==> config.mk <==
export PLATFORM = sky130hd
export DESIGN_NAME = vm2002_vend_ctrl
export DESIGN_NICKNAME = d
export VERILOG_FILES = /design/src/rtl/vm2002_pkg.sv /design/src/rtl/vm2002_vend_ctrl.sv
export SDC_FILE = /design/constraint.sdc
export NUM_CORES = 1
export LEC_CHECK = 0
export CAP_MARGIN = 20
export CORE_MARGIN = 8
export CORE_UTILIZATION = 55
export DETAILED_ROUTE_END_ITERATION = 12
export PLACE_DENSITY = 0.77
export SLEW_MARGIN = 0
export SYNTH_ARGS = -nofsm -noshare
export SYNTH_HDL_FRONTEND = slang
export SYNTH_SLANG_ARGS = --single-unit
==> constraint.sdc <==
create_clock -name clk -period 4.5 [get_ports clk]
set_clock_uncertainty 0.15 [all_clocks]
set_input_delay 0.9 -clock clk [delete_from_list [all_inputs] [get_ports clk]]
set_output_delay 0.9 -clock clk [all_outputs]
set_load 0.03 [all_outputs]
==> src/rtl/vm2002_pkg.sv <==
// rtl/vm2002_pkg.sv - shared coin, button, item and status types for the vm2002 vending machine
package vm2002_pkg;

    typedef enum logic [1:0] {
        NICKEL      = 2'd0,
        DIME        = 2'd1,
        QUARTER     = 2'd2,
        ILLEGALCOIN = 2'd3
    } coins_t;

    typedef enum logic [2:0] {
        BTN_A = 3'd0,
        BTN_B = 3'd1,
        BTN_C = 3'd2,
        BTN_D = 3'd3,
        BTN_E = 3'd4,
        BTN_F = 3'd5,
        BTN_G = 3'd6,
        BTN_H = 3'd7
    } buttons_t;

    typedef enum logic [2:0] {
        WATER  = 3'd0,
        COLA   = 3'd1,
        PEPSI  = 3'd2,
        FANTA  = 3'd3,
        COFFEE = 3'd4,
        CHIPS  = 3'd5,
        BARS   = 3'd6,
        COOKIE = 3'd7
    } item_t;

    typedef enum logic [1:0] {
        AVAILABE     = 2'h0,
        OUT_OF_STOCK = 2'h1,
        ERROR        = 2'h2
    } status_t;

endpackage

==> src/rtl/vm2002_vend_ctrl.sv <==
// rtl/vm2002_vend_ctrl.sv - vm2002 transaction controller (optional idle auto-refund via VM2002_AUTO_REFUND_EN)
module vm2002_vend_ctrl
    import vm2002_pkg::*;
#(
    parameter int MAX_CREDIT     = 60,
    parameter int INIT_COUNT     = 8,
    parameter int COUNT_W        = 4,
    parameter int TIMEOUT_CYCLES = 1000
) (
    input  logic       clk,
    input  logic       reset,
    input  logic       coin_valid,
    input  logic [1:0] coin,
    input  logic       select_valid,
    input  logic [2:0] button,
    input  logic       cancel,
    input  logic       restock_valid,
    input  logic [2:0] restock_item,
    output logic       coin_reject,
    output logic       dispense_valid,
    output logic [2:0] dispense_item,
    output logic       change_valid,
    output logic [7:0] change_amount,
    output logic [7:0] credit,
    output logic [1:0] status,
    output logic       ready
);

    typedef enum logic [1:0] {
        S_COLLECT  = 2'd0,
        S_CHECK    = 2'd1,
        S_DISPENSE = 2'd2,
        S_CHANGE   = 2'd3
    } state_t;

    state_t             r_state;
    logic [7:0]         r_credit;
    item_t              r_sel;
    status_t            r_status;
    logic [COUNT_W-1:0] r_count [8];
    logic               r_coin_reject;
    logic               r_dispense_valid;
    logic [2:0]         r_dispense_item;
    logic               r_change_valid;
    logic [7:0]         r_change_amount;

`ifdef VM2002_AUTO_REFUND_EN
    localparam int IDLE_W = $clog2(TIMEOUT_CYCLES + 1);
    logic [IDLE_W-1:0]  r_idle;
`endif

    logic [7:0]         w_coin_value;
    logic               w_coin_legal;
    logic [8:0]         w_coin_sum;
    logic               w_coin_accept;
    logic [7:0]         w_credit_upd;
    logic [7:0]         w_sel_cost;
    logic [7:0]         w_remainder;

    // Fixed price list in nickels
    function automatic logic [7:0] item_cost(input item_t it);
        case (it)
            WATER:  item_cost = 8'd10;
            COLA:   item_cost = 8'd20;
            PEPSI:  item_cost = 8'd20;
            FANTA:  item_cost = 8'd20;
            COFFEE: item_cost = 8'd40;
            CHIPS:  item_cost = 8'd25;
            BARS:   item_cost = 8'd30;
            COOKIE: item_cost = 8'd35;
            default: item_cost = 8'd0;
        endcase
    endfunction

    // Decode the coin into its nickel value and legality
    always_comb begin
        w_coin_value = 8'd0;
        w_coin_legal = 1'b1;
        case (coins_t'(coin))
            NICKEL:      w_coin_value = 8'd1;
            DIME:        w_coin_value = 8'd2;
            QUARTER:     w_coin_value = 8'd5;
            ILLEGALCOIN: w_coin_legal = 1'b0;
            default:     w_coin_legal = 1'b0;
        endcase
    end

    // Coin acceptance and the credit a same-cycle select/cancel must see
    always_comb begin
        w_coin_sum    = {1'b0, r_credit} + {1'b0, w_coin_value};
        w_coin_accept = coin_valid && (r_state == S_COLLECT) && w_coin_legal
                        && (w_coin_sum <= 9'(MAX_CREDIT));
        w_credit_upd  = w_coin_accept ? w_coin_sum[7:0] : r_credit;
        w_sel_cost    = item_cost(r_sel);
        w_remainder   = r_credit - w_sel_cost;
    end

    // Transaction FSM with registered outputs, stock counters and restock
    always_ff @(posedge clk or posedge reset) begin
        if (reset) begin
            r_state          <= S_COLLECT;
            r_credit         <= 8'd0;
            r_sel            <= WATER;
            r_status         <= AVAILABE;
            r_coin_reject    <= 1'b0;
            r_dispense_valid <= 1'b0;
            r_dispense_item  <= 3'd0;
            r_change_valid   <= 1'b0;
            r_change_amount  <= 8'd0;
            for (int i = 0; i < 8; i++) begin
                r_count[i] <= COUNT_W'(INIT_COUNT);
            end
`ifdef VM2002_AUTO_REFUND_EN
            r_idle           <= '0;
`endif
        end else begin
            r_coin_reject    <= coin_valid && !w_coin_accept;
            r_dispense_valid <= 1'b0;
            r_change_valid   <= 1'b0;

            case (r_state)
                S_COLLECT: begin
                    if (w_coin_accept) begin
                        r_credit <= w_credit_upd;
                        r_status <= AVAILABE;
                    end
                    if (cancel) begin
                        if (w_credit_upd != 8'd0) begin
                            r_state         <= S_CHANGE;
                            r_change_valid  <= 1'b1;
                            r_change_amount <= w_credit_upd;
                        end
                    end else if (select_valid) begin
                        r_sel   <= item_t'(button);
                        r_state <= S_CHECK;
                    end
`ifdef VM2002_AUTO_REFUND_EN
                    if (cancel || select_valid || w_coin_accept || (r_credit == 8'd0)) begin
                        r_idle <= '0;
                    end else if (r_idle == IDLE_W'(TIMEOUT_CYCLES - 1)) begin
                        r_idle          <= '0;
                        r_state         <= S_CHANGE;
                        r_change_valid  <= 1'b1;
                        r_change_amount <= r_credit;
                    end else begin
                        r_idle <= r_idle + 1'b1;
                    end
`endif
                end
                S_CHECK: begin
                    if (r_count[r_sel] == '0) begin
                        r_status <= OUT_OF_STOCK;
                        r_state  <= S_COLLECT;
                    end else if (r_credit < w_sel_cost) begin
                        r_status <= ERROR;
                        r_state  <= S_COLLECT;
                    end else begin
                        r_status         <= AVAILABE;
                        r_state          <= S_DISPENSE;
                        r_dispense_valid <= 1'b1;
                        r_dispense_item  <= r_sel;
                    end
                end
                S_DISPENSE: begin
                    r_credit <= w_remainder;
                    if (r_count[r_sel] != '0) begin
                        r_count[r_sel] <= r_count[r_sel] - COUNT_W'(1);
                    end
                    if (w_remainder != 8'd0) begin
                        r_state         <= S_CHANGE;
                        r_change_valid  <= 1'b1;
                        r_change_amount <= w_remainder;
                    end else begin
                        r_state <= S_COLLECT;
                    end
                end
                S_CHANGE: begin
                    r_credit <= 8'd0;
                    r_state  <= S_COLLECT;
                end
                default: r_state <= S_COLLECT;
            endcase

            // Placed after the dispense decrement so a coincident restock wins
            if (restock_valid) begin
                r_count[restock_item] <= COUNT_W'(INIT_COUNT);
            end
        end
    end

    assign coin_reject    = r_coin_reject;
    assign dispense_valid = r_dispense_valid;
    assign dispense_item  = r_dispense_item;
    assign change_valid   = r_change_valid;
    assign change_amount  = r_change_amount;
    assign credit         = r_credit;
    assign status         = r_status;
    assign ready          = (r_state == S_COLLECT);

endmodule

# [Word-level counts from Yosys, hierarchy flattened]
# Memory sizes are Yosys's and may differ from the RTL's.
# Index checks and enable logic that the tools add are counted.
[classes] addsub=3 n_lt_le_gt_ge=6 eq_ne=12 n_mux=38 bitwise=8 n_reduce_logical=22
[ops] op="2-to-1 mux 32 bit" count=3
[ops] op="2-to-1 mux 8 bit" count=5
[ops] op="bitwise mux 32 bit" count=1
[ops] op="bitwise AND 24 bit" count=1
[ops] op="demux 4 bit (select 3 bit)" count=2
[ops] op="NOT 24 bit" count=1
[ops] op="case mux 8 bit (3 select lines)" count=1
[ops] op="2-to-1 mux 2 bit" count=9
[ops] op="2-to-1 mux 4 bit" count=4
[ops] op="case mux 8 bit (2 select lines)" count=1
[ops] op="nonzero test 8 bit" count=2
[ops] op="binary-select mux 4 bit (select 3 bit)" count=1
[ops] op="adder 8 x 8 -> 9 bit" count=1
[ops] op="<= comparator 9 x 6 -> 1 bit, second input constant" count=1
[ops] op="case mux 3 bit (3 select lines)" count=1
[ops] op="== test 2 bit, second input constant" count=4
[ops] op="greater-or-equal comparator 4 bit, second input constant" count=2
[ops] op="less-than comparator 4 x 1 -> 1 bit, second input constant" count=2
[ops] op="less-than comparator 8 bit" count=1
[ops] op="NOT 3 -> 4 bit" count=2
[ops] op="bitwise OR 8 bit" count=1
[ops] op="case mux 2 bit (4 select lines)" count=1
[ops] op="subtractor 8 bit" count=1
[ops] op="2-to-1 mux 1 bit" count=7
[ops] op="19 further kinds" count=34
[totals] reg_bits=61 mem_bits_ro=48 output_inout_bits=25 word_cells=107 memories=1
[memory_table] memory="(name not given)" words=8 width=6 rd=1 rd_clocked_by_memory_dff=0 wr=0 line_no="vm2002_vend_ctrl.sv:62" text="case (it)"

# [Longest topological paths before layout]
# Gate-level depths: netlist of run 1.
[logic_depth] ltp_word=10 mapped_depth=14

# [Least setup slack after synthesis of run 1]
# No wires, ideal clock.
[synth_path] kind="reg-to-reg" start="register r_sel[2]" end="register r_change_amount[0] (netlist: change_amount[0])" setup_ps=125 arrival_time_ps=3376 setup_slack_ps=849 stages_incl_launch_ff=14 n_path_buf=2 period_less_slack_ps=3651 path_cell_list="dfrtp_1 > clkbuf_1 > clkbuf_1 > nand2_1 > nand2_1 > inv_1 > ha_1 > nor2b_1 > o31a_1 > o21a_1 > o211ai_1 > a41oi_1 > o22ai_4 > mux2_4"
[synth_via] elab_chain_cells=5 word_cells_on_any_way=7 cone_classes="add/sub (1); eq/ne (1); mux (2); reduce/logical (2); memory (1)"
[synth_lines] element="start: declaration" line_no="vm2002_vend_ctrl.sv:38" text="item_t r_sel;"
[synth_lines] element="start signal: assignment" line_no="vm2002_vend_ctrl.sv:134" text="r_sel <= item_t'(button);"
[synth_lines] element="memory (8 x 6 bit) *"
[synth_lines] element="subtractor 8 bit *" line_no="vm2002_vend_ctrl.sv:95" text="w_remainder = r_credit - w_sel_cost;"
[synth_lines] element="nonzero test 8 bit" line_no="vm2002_vend_ctrl.sv:169" text="if (w_remainder != 8'd0) begin"
[synth_lines] element="!= test 2 bit (no line)"
[synth_lines] element="AND reduction 4 bit (no line)"
[synth_lines] element="end signal: assignment" line_no="vm2002_vend_ctrl.sv:131" text="r_change_amount <= w_credit_upd;"
[synth_lines] element="end signal: assignment" line_no="vm2002_vend_ctrl.sv:172" text="r_change_amount <= w_remainder;"
[synth_lines] element="end: declaration" line_no="vm2002_vend_ctrl.sv:45" text="logic [7:0] r_change_amount;"
# Mark *: on every way between the ends. The rest lies on a longest branch, timed or not. The select of a mux whose other input is x is not followed.
# A chain may end at the register's enable or synchronous reset.

# [Worst setup path in the final report of run 1]
[layout_path] start="input port coin[0]" end="register r_change_amount[4] (netlist: change_amount[4])"
[layout_via] elab_chain_cells=9 word_cells_on_any_way=17 cone_classes="add/sub (1); order compare (1); eq/ne (4); mux (6); reduce/logical (5)"
[layout_lines] element="start: declaration" line_no="vm2002_vend_ctrl.sv:13" text="input logic [1:0] coin,"
[layout_lines] element="== test 2 bit (tied with other cells)" line_no="vm2002_vend_ctrl.sv:79" text="case (coins_t'(coin))"
[layout_lines] element="case mux 3 bit (3 select lines)" line_no="vm2002_vend_ctrl.sv:79"
[layout_lines] element="adder 8 x 8 -> 9 bit" line_no="vm2002_vend_ctrl.sv:90" text="w_coin_sum = {1'b0, r_credit} + {1'b0, w_coin_value};"
[layout_lines] element="<= comparator 9 x 6 -> 1 bit" line_no="vm2002_vend_ctrl.sv:92" text="&& (w_coin_sum <= 9'(MAX_CREDIT));"
[layout_lines] element="logical AND 1 bit" line_no="vm2002_vend_ctrl.sv:92"
[layout_lines] element="2-to-1 mux 8 bit *" line_no="vm2002_vend_ctrl.sv:93" text="w_credit_upd = w_coin_accept ? w_coin_sum[7:0] : r_credit;"
[layout_lines] element="nonzero test 8 bit / 2-to-1 mux 8 bit (equally long branches)" line_no="vm2002_vend_ctrl.sv:128" text="if (w_credit_upd != 8'd0) begin"
[layout_lines] element="!= test 2 x 1 -> 1 bit (no line) / 2-to-1 mux 8 bit (equally long branches)"
[layout_lines] element="AND reduction 4 bit (no line) / case mux 8 bit (2 select lines) (equally long branches)"
# Marks and branches as above.

==> results.py, run 1 <==
metrics = {
    "timing": {
        "tightest_slew_ns": 0.889,
        "hold_ws_ns": 0.360,
        "tns_ns": 0,
        "max_freq_ghz": 0.257,
        "finalHoldViolCount": 0,
        "drv_slew": 0,
        "min_period_ns": 3.89,
        "setup_viol": 0,
        "rsz0062_at_grt": "false",
        "max-slew-margin-rel_pct": 40.3,
        "min_period_over_period_pct": 86.5,
    },
    "layout": {
        "fin_cells": 498,
        "syn2layout_area_growth_pct": 16.7,
        "final_nets": 426,
        "antennaDiodeCount": 0,
        "drive_above_1_share_pct": 17.7,
    },
    "drt": {
        "drc": 0,
        "vias": 2935,
        "dr.pass1.iters": 4,
        "detail-route-antenna-nets": 0,
        "wl_um": 9130,
        "viasPerCell": 5.89,
        "wl_per_cell_um": 18.3,
        "drt_iter0_markers": 107,
    },
    "die": {
        "rows": 30,
        "coreArea_um2": 6790,
        "die_height_um": 99.7,
        "start_util_pct": 56.7,
        "boundaryPins": 39,
        "dieArea_um2": 9940,
        "die_x_um": 99.7,
    },
    "logic_synthesis": {
        "synth_fp_nets": 384,
        "synthTopCellsByCount": "dfrtp_1, nor2_1, mux2i_1",
        "yosysMostFrequentCell": "dfrtp_1",
        "yosysTopAreaCell": "dfrtp_1",
        "synth_area_leaders": "dfrtp_1, mux2i_1, dfstp_2",
        "synthFlopType": "dfrtp_1",
        "yosys_warnings": 0,
        "synth_cell_types": 63,
        "synth_top_area_share_pct": 34.4,
        "synth_edf_count": 0,
        "yosysSeqAreaShare_pct": 39.9,
        "synthArstFlopShare_pct": 100,
        "syn_area_um2": 3850,
        "synthCells": 356,
        "avgSynthCellArea_um2": 10.8,
        "ys_ff_latch": 61,
    },
    "placement": {
        "io_buffers": 38,
        "dpl.cell_count": 483,
        "place_hpwl_um": 6960,
        "gp_congestion": 0.949,
    },
    "global_route": {
        "grt_use_total_pct": 19.3,
        "grt_pass1_wl_um": 15300,
        "grt_pass1_vias": 3067,
        "antenna_found_initial": 0,
        "grt_max_degree": 43,
        "globalRouteOverflowTotal": 0,
    },
    "power_and_ir_drop": {
        "vdd_drop_max_mv": 0.339,
        "cellPowerDensity_nw_per_um2": 881,
        "p_leak_nw": 1.99,
    },
    "clocking": {
        "cts_setup_buffers": 0,
        "max-clock-path-buffers": 2,
        "cts_tree": "built",
        "cts_sinks": 61,
        "clockRootBuffer": "clkbuf_8",
        "htreeDepth": 3,
        "cts-resized-gates": 0,
        "worstSkewPairLatency_ns": 0.35,
        "cts_buffers": 9,
        "hold_buffers": 0,
        "path_clk_slew_ns": 0.07,
    },
    "job": {
        "drv_cap": 0,
    },
    "worst_setup_path": {
        "worstPathRequired_ns": 4.58,
        "critPathCaptureType": "flip-flop",
        "critical_path_class": "in2reg",
        "reg2reg_from": "r_sel[1]",
        "rr_endpoint": "change_amount[4]",
        "reg2reg_slack_ns": 0.82,
        "worstSetupStartpointType": "primary input",
        "reg2reg_depth": 13,
        "worstPathMaxFanout": 10,
        "arrival_ns": 3.97,
    },
    "worst_hold_path": {
        "hold_class": "reg2reg",
        "hold_start": "dispense_item[0]",
        "worstHoldPathCells": 1,
        "hold_path_end": "dispense_item[0]",
    },
    "run_status": {
        "status": "finished, final reports clean",
    },
}
-- cell usage in the layout, fill, tap and decap left out, drive strengths merged, types with 5 or more instances in the layout --
cell type / n
dfrtp: 53
a21o: 5
a21oi: 6
mux4: 8
mux2: 12
mux2i: 38
inv: 14
ha: 12
nand2b: 8
nand3: 7
nor2: 49
o21ai: 17
dfstp: 8
clkdlybuf4s50: 38
xnor2: 6
a211oi: 8
nand2: 25
nor3: 5
o22ai: 6
nor4: 6
buf: 7
clkbuf: 11
o21a: 5
-- state kept, by name, indices dropped and copies added, names as in the netlist --
register / flops
r_sel: 3
change_amount: 8
status: 2
coin_reject: 1
credit: 8
dispense_item: 3
change_valid: 1
dispense_valid: 1
r_count: 32
r_state: 2
-- worst max path at each step --
stage             start  slack, ns               end
6_report        coin[0]       0.61  change_amount[4]
5_1_grt         coin[0]       0.47  change_amount[7]
4_1_cts         coin[0]       0.61  change_amount[4]
3_5_place_dp    coin[0]       0.23  change_amount[4]
3_3_place_gp    coin[0]       0.37  change_amount[1]
2_1_floorplan  r_sel[2]       0.85  change_amount[0]
-- worst max-delay path, stage by stage --
cell and delay (ns):
clkdlybuf4s50_1 0.50, inv_1 0.07, ha_1 0.21, fa_1 0.44, a21o_1 0.23, a41o_2 0.31, a21o_4 0.25, a211oi_2 0.24
a41oi_2 0.09, o22ai_4 0.39, mux2_4 0.34
-- where the power goes --
group          internal, mW  total, mW  leakage (nW)  switching [mW]
Sequential            0.801       1.04         0.760           0.237
Clock                 0.281      0.498         0.101           0.217
Combinational          1.05       2.42          1.13            1.38
-- final cells by class --
type,count,area [um^2]
Multi-Input combinational cell,267,2160
Fill cell,528,2300
Timing Repair Buffer,45,433
Tap cell,96,120
Clock inverter,4,47.5
Sequential cell,61,1540
Clock buffer,11,151
Inverter,14,52.6
-- per-layer routing --
layer | up-vias | wire length, um | track usage, %
met1 | 1434 | 3700 | 21.8
li1 | 1367 | - | -
met5 | - | 0 | 0
met3 | 24 | 450 | 3.56
met4 | 0 | 236 | 9.08
met2 | 110 | 4750 | 34.3
-- cell families (layout without fill, tap and decap cells) --
logic type,Yosys count,in the layout,share of synthesized area (%)
AND/OR/NAND/NOR,121,121,16.3
AO/OA/AOI/OAI,64,64,13.4
flip-flops,61,61,39.9
multiplexers,58,58,19.1
buffers and inverters,28,74,4.19
adder cells (fa/ha/maj),14,14,4.94
XOR/XNOR,10,10,2.27
-- per-stage QoR --
stage / util [%] / cell area (um^2) / power [mW] / setup slack [ns]
finish: 66.2 / 4500 / 3.96 / 0.608
CTS: 66.2 / 4500 / 3.96 / 0.606
global placement: 63.3 / 4300 / 3.37 / 0.371
detailed placement: 63.3 / 4300 / 3.45 / 0.230
global route: 66.2 / 4500 / 4.22 / 0.469
floorplan: - / 3850 / 2.82 / 0.849
(Power assumes the default switching activity.)
==> run 2, diff against run 1 <==
Settings changed: DONT_BUFFER_PORTS set to 1, PLACE_DENSITY 0.77 to 0.7.
==> run 2 against run 1 <==
Effect of this change: die area stayed put; via count fell by 7.7%; non-clock buffer count down 41; cell count decreased by 8.2%; worst setup slack better by 0.32 ns; flip-flop and latch count did not move; global-route usage is 0.74 points lower; hold slack gained 0.0059 ns; utilization decreased by 6.1 points; critical path depth grew 2; critical path type is now reg2reg.
==> results.py, run 2 (same netlist as run 1, synthesis figures left out) <==
metrics = {
    "die": {
        "coreArea_um2": 6790,
        "rows": 30,
        "start_util_pct": 56.7,
        "boundaryPins": 39,
        "die_height_um": 99.7,
        "dieArea_um2": 9940,
        "die_x_um": 99.7,
    },
    "drt": {
        "vias": 2709,
        "viasPerCell": 5.93,
        "wl_met2_um": 4400,
        "drt_iter0_markers": 55,
        "drc": 0,
        "detail-route-antenna-nets": 0,
        "wl_per_cell_um": 18.7,
        "wl_met1_um": 3560,
        "wl_um": 8550,
        "dr.pass1.iters": 4,
        "wl_met3_um": 438,
        "highest_layer": "met5",
    },
    "placement": {
        "placed_cell_area_um2": 3890,
        "place_hpwl_um": 6410,
        "gp_congestion": 0.875,
        "io_buffers": 0,
    },
    "clocking": {
        "hold_buffers": 0,
        "cts_tree": "built",
        "path_clk_slew_ns": 0.06,
        "max-clock-path-buffers": 2,
        "cts-resized-gates": 0,
        "cts_setup_buffers": 0,
        "cts_sinks": 61,
        "cts_buffers": 9,
        "worstSkewPairLatency_ns": 0.34,
        "clockRootBuffer": "clkbuf_8",
        "htreeDepth": 3,
    },
    "power_and_ir_drop": {
        "finalPower_mw": 3.66,
        "cellPowerDensity_nw_per_um2": 897,
        "p_leak_nw": 1.82,
        "p_sw_share_pct": 47.4,
        "internal_power_mw": 1.92,
        "p_sw_mw": 1.74,
        "seq_power_share_pct": 32.6,
        "power_frac_comb_pct": 55.1,
        "vdd_drop_max_mv": 0.375,
        "pwr-share-clk_pct": 12.3,
    },
    "worst_setup_path": {
        "worstPathMaxFanout": 10,
        "worstPathRequired_ns": 4.57,
        "arrival_ns": 3.65,
        "critical_path_class": "reg2reg",
        "critPathCaptureType": "flip-flop",
        "reg2reg_depth": 13,
        "worstSetupStartpointType": "flip-flop",
    },
    "run_status": {
        "status": "finished, final reports clean",
    },
    "layout": {
        "final_core_util_pct": 60.1,
        "largest_reg_flops": 32,
        "antennaDiodeCount": 0,
        "syn2layout_area_growth_pct": 5.88,
        "final_common_cell": "dfrtp_1",
        "drive_above_1_share_pct": 18.8,
        "multi_input_comb_area_um2": 2160,
        "most-common-layout-cells": "dfrtp_1, nor2_1, mux2i_1, nand2_1, o21ai_0",
        "fillers": 564,
        "final_nets": 385,
        "max_flop_register": "r_count",
        "fin_area_um2": 4080,
        "area.sequential_um2": 1540,
    },
    "timing": {
        "finalHoldViolCount": 0,
        "min_period_over_period_pct": 79.5,
        "max_freq_ghz": 0.280,
        "min_period_ns": 3.58,
        "tns_ns": 0,
        "setup_viol": 0,
        "rsz0062_at_grt": "false",
        "drv_slew": 0,
        "tightest_slew_ns": 1.00,
        "max-slew-margin-rel_pct": 32.1,
    },
    "worst_hold_path": {
        "hold_class": "in2async",
    },
    "global_route": {
        "grt_max_degree": 35,
        "globalRouteOverflowTotal": 0,
        "grt_pass1_vias": 2837,
        "grt_use_total_pct": 18.6,
        "grt_pass1_wl_um": 14500,
        "antenna_found_initial": 1,
    },
    "job": {
        "drv_cap": 0,
    },
}
-- run 2: cell count changes in the layout (fill, tap and decap cells not counted) --
cell / delta
clkinv_2: -1
buf_4: -3
clkbuf_8: +1
bufinv_16: -1
clkinvlp_4: +1
clkdlybuf4s50_1: -38
-- run 2: path summary, 6_finish.rpt --
| kind | endpoint | start | slack [ns] |
|---|---|---|---|
| max in group asynchronous | r_count[11] | reset | 2.95 |
| hold / removal | credit[7] | reset | 0.37 |
| min in group clk | r_count[0] | r_count[0] | 0.37 |
| setup / recovery | change_amount[7] | r_sel[1] | 0.92 |
| hold reg to reg | r_count[0] | r_count[0] | 0.37 |
| setup reg to reg | change_amount[7] | r_sel[1] | 0.92 |
-- run 2: layer usage --
layer	GRT usage (%)	vias up
met3	4.68	14
met2	31.5	56
met1	21.9	1338
met5	0	-
li1	-	1299
met4	7.68	2
-- run 2: power by group through the flow --
stage / logic, mW / registers (mW) / clock network, mW
after global routing: 2.24 / 1.23 / 0.484
after CTS: 2.02 / 1.20 / 0.463
after global placement: 1.97 / 1.20 / 0
after detailed placement: 2.01 / 1.21 / 0
final: 2.01 / 1.19 / 0.450
after floorplan: 1.73 / 1.09 / 0
-- run 2: cell type report --
class                   instances  share of cell area (%)
clock buffers                  12                    4.05
clock inverters                 3                   0.491
inverters                      14                    1.29
multi-input cells             267                    52.8
flip-flops and latches         61                    37.7
well taps                      96                    2.94
repair buffers                  4                   0.736
-- run 2: critical path, stage by stage, from the launching register on --
cell and delay [ns]:
dfrtp_1 0.38, inv_1 0.20, ha_1 0.21, nand2b_1 0.07, nand2_1 0.12, inv_1 0.06, ha_1 0.27, nor2b_1 0.15
o31a_1 0.28, o21a_1 0.21, o211ai_1 0.34, a41oi_1 0.23, o22ai_4 0.47, mux2_4 0.34
-- run 2: through the flow --
step / hold slack, ns / cells / worst slack, ns
after floorplan: 0.331 / 356 / 0.849
after global placement: 0.349 / 442 / 0.839
after detailed placement: 0.359 / 442 / 0.730
after CTS: 0.374 / 457 / 0.901
after global routing: 0.398 / 457 / 0.713
final: 0.366 / 457 / 0.924
==> run 3, diff against run 2 <==
Clock period 4.5 ns to 3.31 ns, I/O delays scaled along.
==> run 3 against run 2 <==
Effect of this change: hold slack worse by 0.30 ns; non-clock buffer count rose by 28; wire length increased by 6.6%; combinational power up 67%; critical path type unchanged; largest cell class unchanged; critical endpoint is now change_amount[2]; largest power group unchanged; fmax grew 9.9%; count of clock-buffer cells in the layout is the same; highest routed layer is now met4; sequential share of layout area is 2.9 points lower; die area unchanged; worst setup slack got worse by 0.87 ns; via count grew 3.9%.
==> results.py, run 3 (same netlist as run 1, synthesis figures left out) <==
metrics = {
    "run_status": {
        "status": "finished, final reports clean",
    },
    "layout": {
        "drive_above_1_share_pct": 28.5,
        "max_flop_register": "r_count",
        "syn2layout_area_growth_pct": 15.0,
        "fin_cells": 486,
        "final_common_cell": "dfrtp_1",
        "final_nets": 413,
        "largest_reg_flops": 32,
        "final_core_util_pct": 65.2,
        "antennaDiodeCount": 0,
        "most-common-layout-cells": "dfrtp_1, nor2_1, mux2i_1, buf_4, nand2_1",
    },
    "timing": {
        "drv_slew": 0,
        "min_period_ns": 3.26,
        "setup_viol": 0,
        "tightest_slew_ns": 0.835,
        "hold_ws_ns": 0.0633,
        "max_freq_ghz": 0.307,
        "finalHoldViolCount": 0,
        "max-slew-margin-rel_pct": 43.9,
        "tns_ns": 0,
        "min_period_over_period_pct": 98.3,
    },
    "power_and_ir_drop": {
        "vdd_drop_max_mv": 0.695,
        "cellPowerDensity_nw_per_um2": 1260,
        "p_leak_nw": 1.99,
    },
    "drt": {
        "vias": 2815,
        "drc": 0,
        "drt_iter0_markers": 91,
        "wl_per_cell_um": 18.8,
        "detail-route-antenna-nets": 0,
        "dr.pass1.iters": 4,
        "wl_um": 9120,
        "viasPerCell": 5.79,
    },
    "global_route": {
        "grt_max_degree": 41,
        "antenna_found_initial": 0,
        "grt_pass1_vias": 2978,
        "globalRouteOverflowTotal": 0,
        "grt_use_total_pct": 19.3,
        "grt_pass1_wl_um": 14900,
    },
    "clocking": {
        "hold_buffers": 0,
        "cts_buffers": 9,
        "worstSkewPairLatency_ns": 0.35,
        "clockRootBuffer": "clkbuf_8",
        "cts_sinks": 61,
        "htreeDepth": 3,
        "path_clk_slew_ns": 0.07,
        "max-clock-path-buffers": 2,
        "cts_tree": "built",
    },
    "worst_setup_path": {
        "worstPathMaxFanout": 7,
        "critical_path_class": "reg2reg",
        "critPathCaptureType": "flip-flop",
        "worstPathRequired_ns": 3.39,
        "arrival_ns": 3.34,
        "worstSetupStartpointType": "flip-flop",
    },
    "job": {
        "drv_cap": 0,
    },
    "die": {
        "start_util_pct": 56.7,
        "die_height_um": 99.7,
        "rows": 30,
        "die_x_um": 99.7,
        "coreArea_um2": 6790,
        "boundaryPins": 39,
        "dieArea_um2": 9940,
    },
    "placement": {
        "place_hpwl_um": 6780,
        "dpl.cell_count": 466,
        "io_buffers": 0,
        "gp_congestion": 0.851,
    },
    "worst_hold_path": {
        "hold_class": "in2async",
    },
}
-- run 3: cell type report --
class                      count  area (um^2)
clock buffer                  12          155
clock inverter                 4         47.5
fill                         547         2360
inverter                      14         65.1
multi-input combinational    267         2240
sequential                    61         1540
tap                           96          120
timing repair buffer          32          260
-- run 3: per-stage QoR --
stage / area (um^2) / power, mW / setup WS [ns]
2_1_floorplan: 3920 / 3.94 / -0.00359
3_3_place_gp: 4130 / 4.67 / 0.0236
3_5_place_dp: 4130 / 4.75 / -0.0942
4_1_cts: 4350 / 5.47 / 0.0223
5_1_grt: 4430 / 5.99 / -0.0514
6_report: 4430 / 5.60 / 0.0548
-- run 3: what timing repair did --
item,4_1_cts,5_1_grt
pin swaps,0,10
setup buffers,0,5
gates resized for setup,3,12
setup endpoints to repair,7,7
-- run 3: report_power, final --
group          total, mW  switching [mW]  internal [mW]  leakage (nW)
clock              0.680           0.293          0.386         0.102
sequential          1.58           0.486           1.09         0.756
combinational       3.35            1.79           1.56          1.13
total               5.60            2.57           3.04          1.99
-- run 3: layer usage --
metal,global-route usage [%],part of all wire [%],vias to the layer above
li1,-,-,1344
met1,21.5,41,1401
met2,34.2,52,53
met3,4.75,4.6,17
met4,7.80,2.0,0
met5,0,0,-
-- run 3: worst paths after layout --
kind | from | endpoint | slack, ns | cells past startpoint
min in group clk | cancel | r_state[0] | 0.26 | 1
worst min register to register | r_count[20] | r_count[20] | 0.38 | 2
worst max-delay path | r_sel[0] | change_amount[2] | 0.05 | 13
worst min-delay path | reset | coin_reject | 0.06 | 1
worst max register to register | r_sel[0] | change_amount[2] | 0.05 | 13
max in group asynchronous | reset | r_count[11] | 2.03 | 2
-- run 3: critical path: stages (launching register included) --
cell,delay [ns]
dfrtp_2,0.44
inv_6,0.08
buf_6,0.12
nor2_4,0.04
a21oi_2,0.13
ha_1,0.29
nor2b_1,0.15
o21a_2,0.24
o31a_1,0.34
nor4b_4,0.36
a2111oi_4,0.10
o22ai_4,0.24
buf_12,0.16
mux2_4,0.29
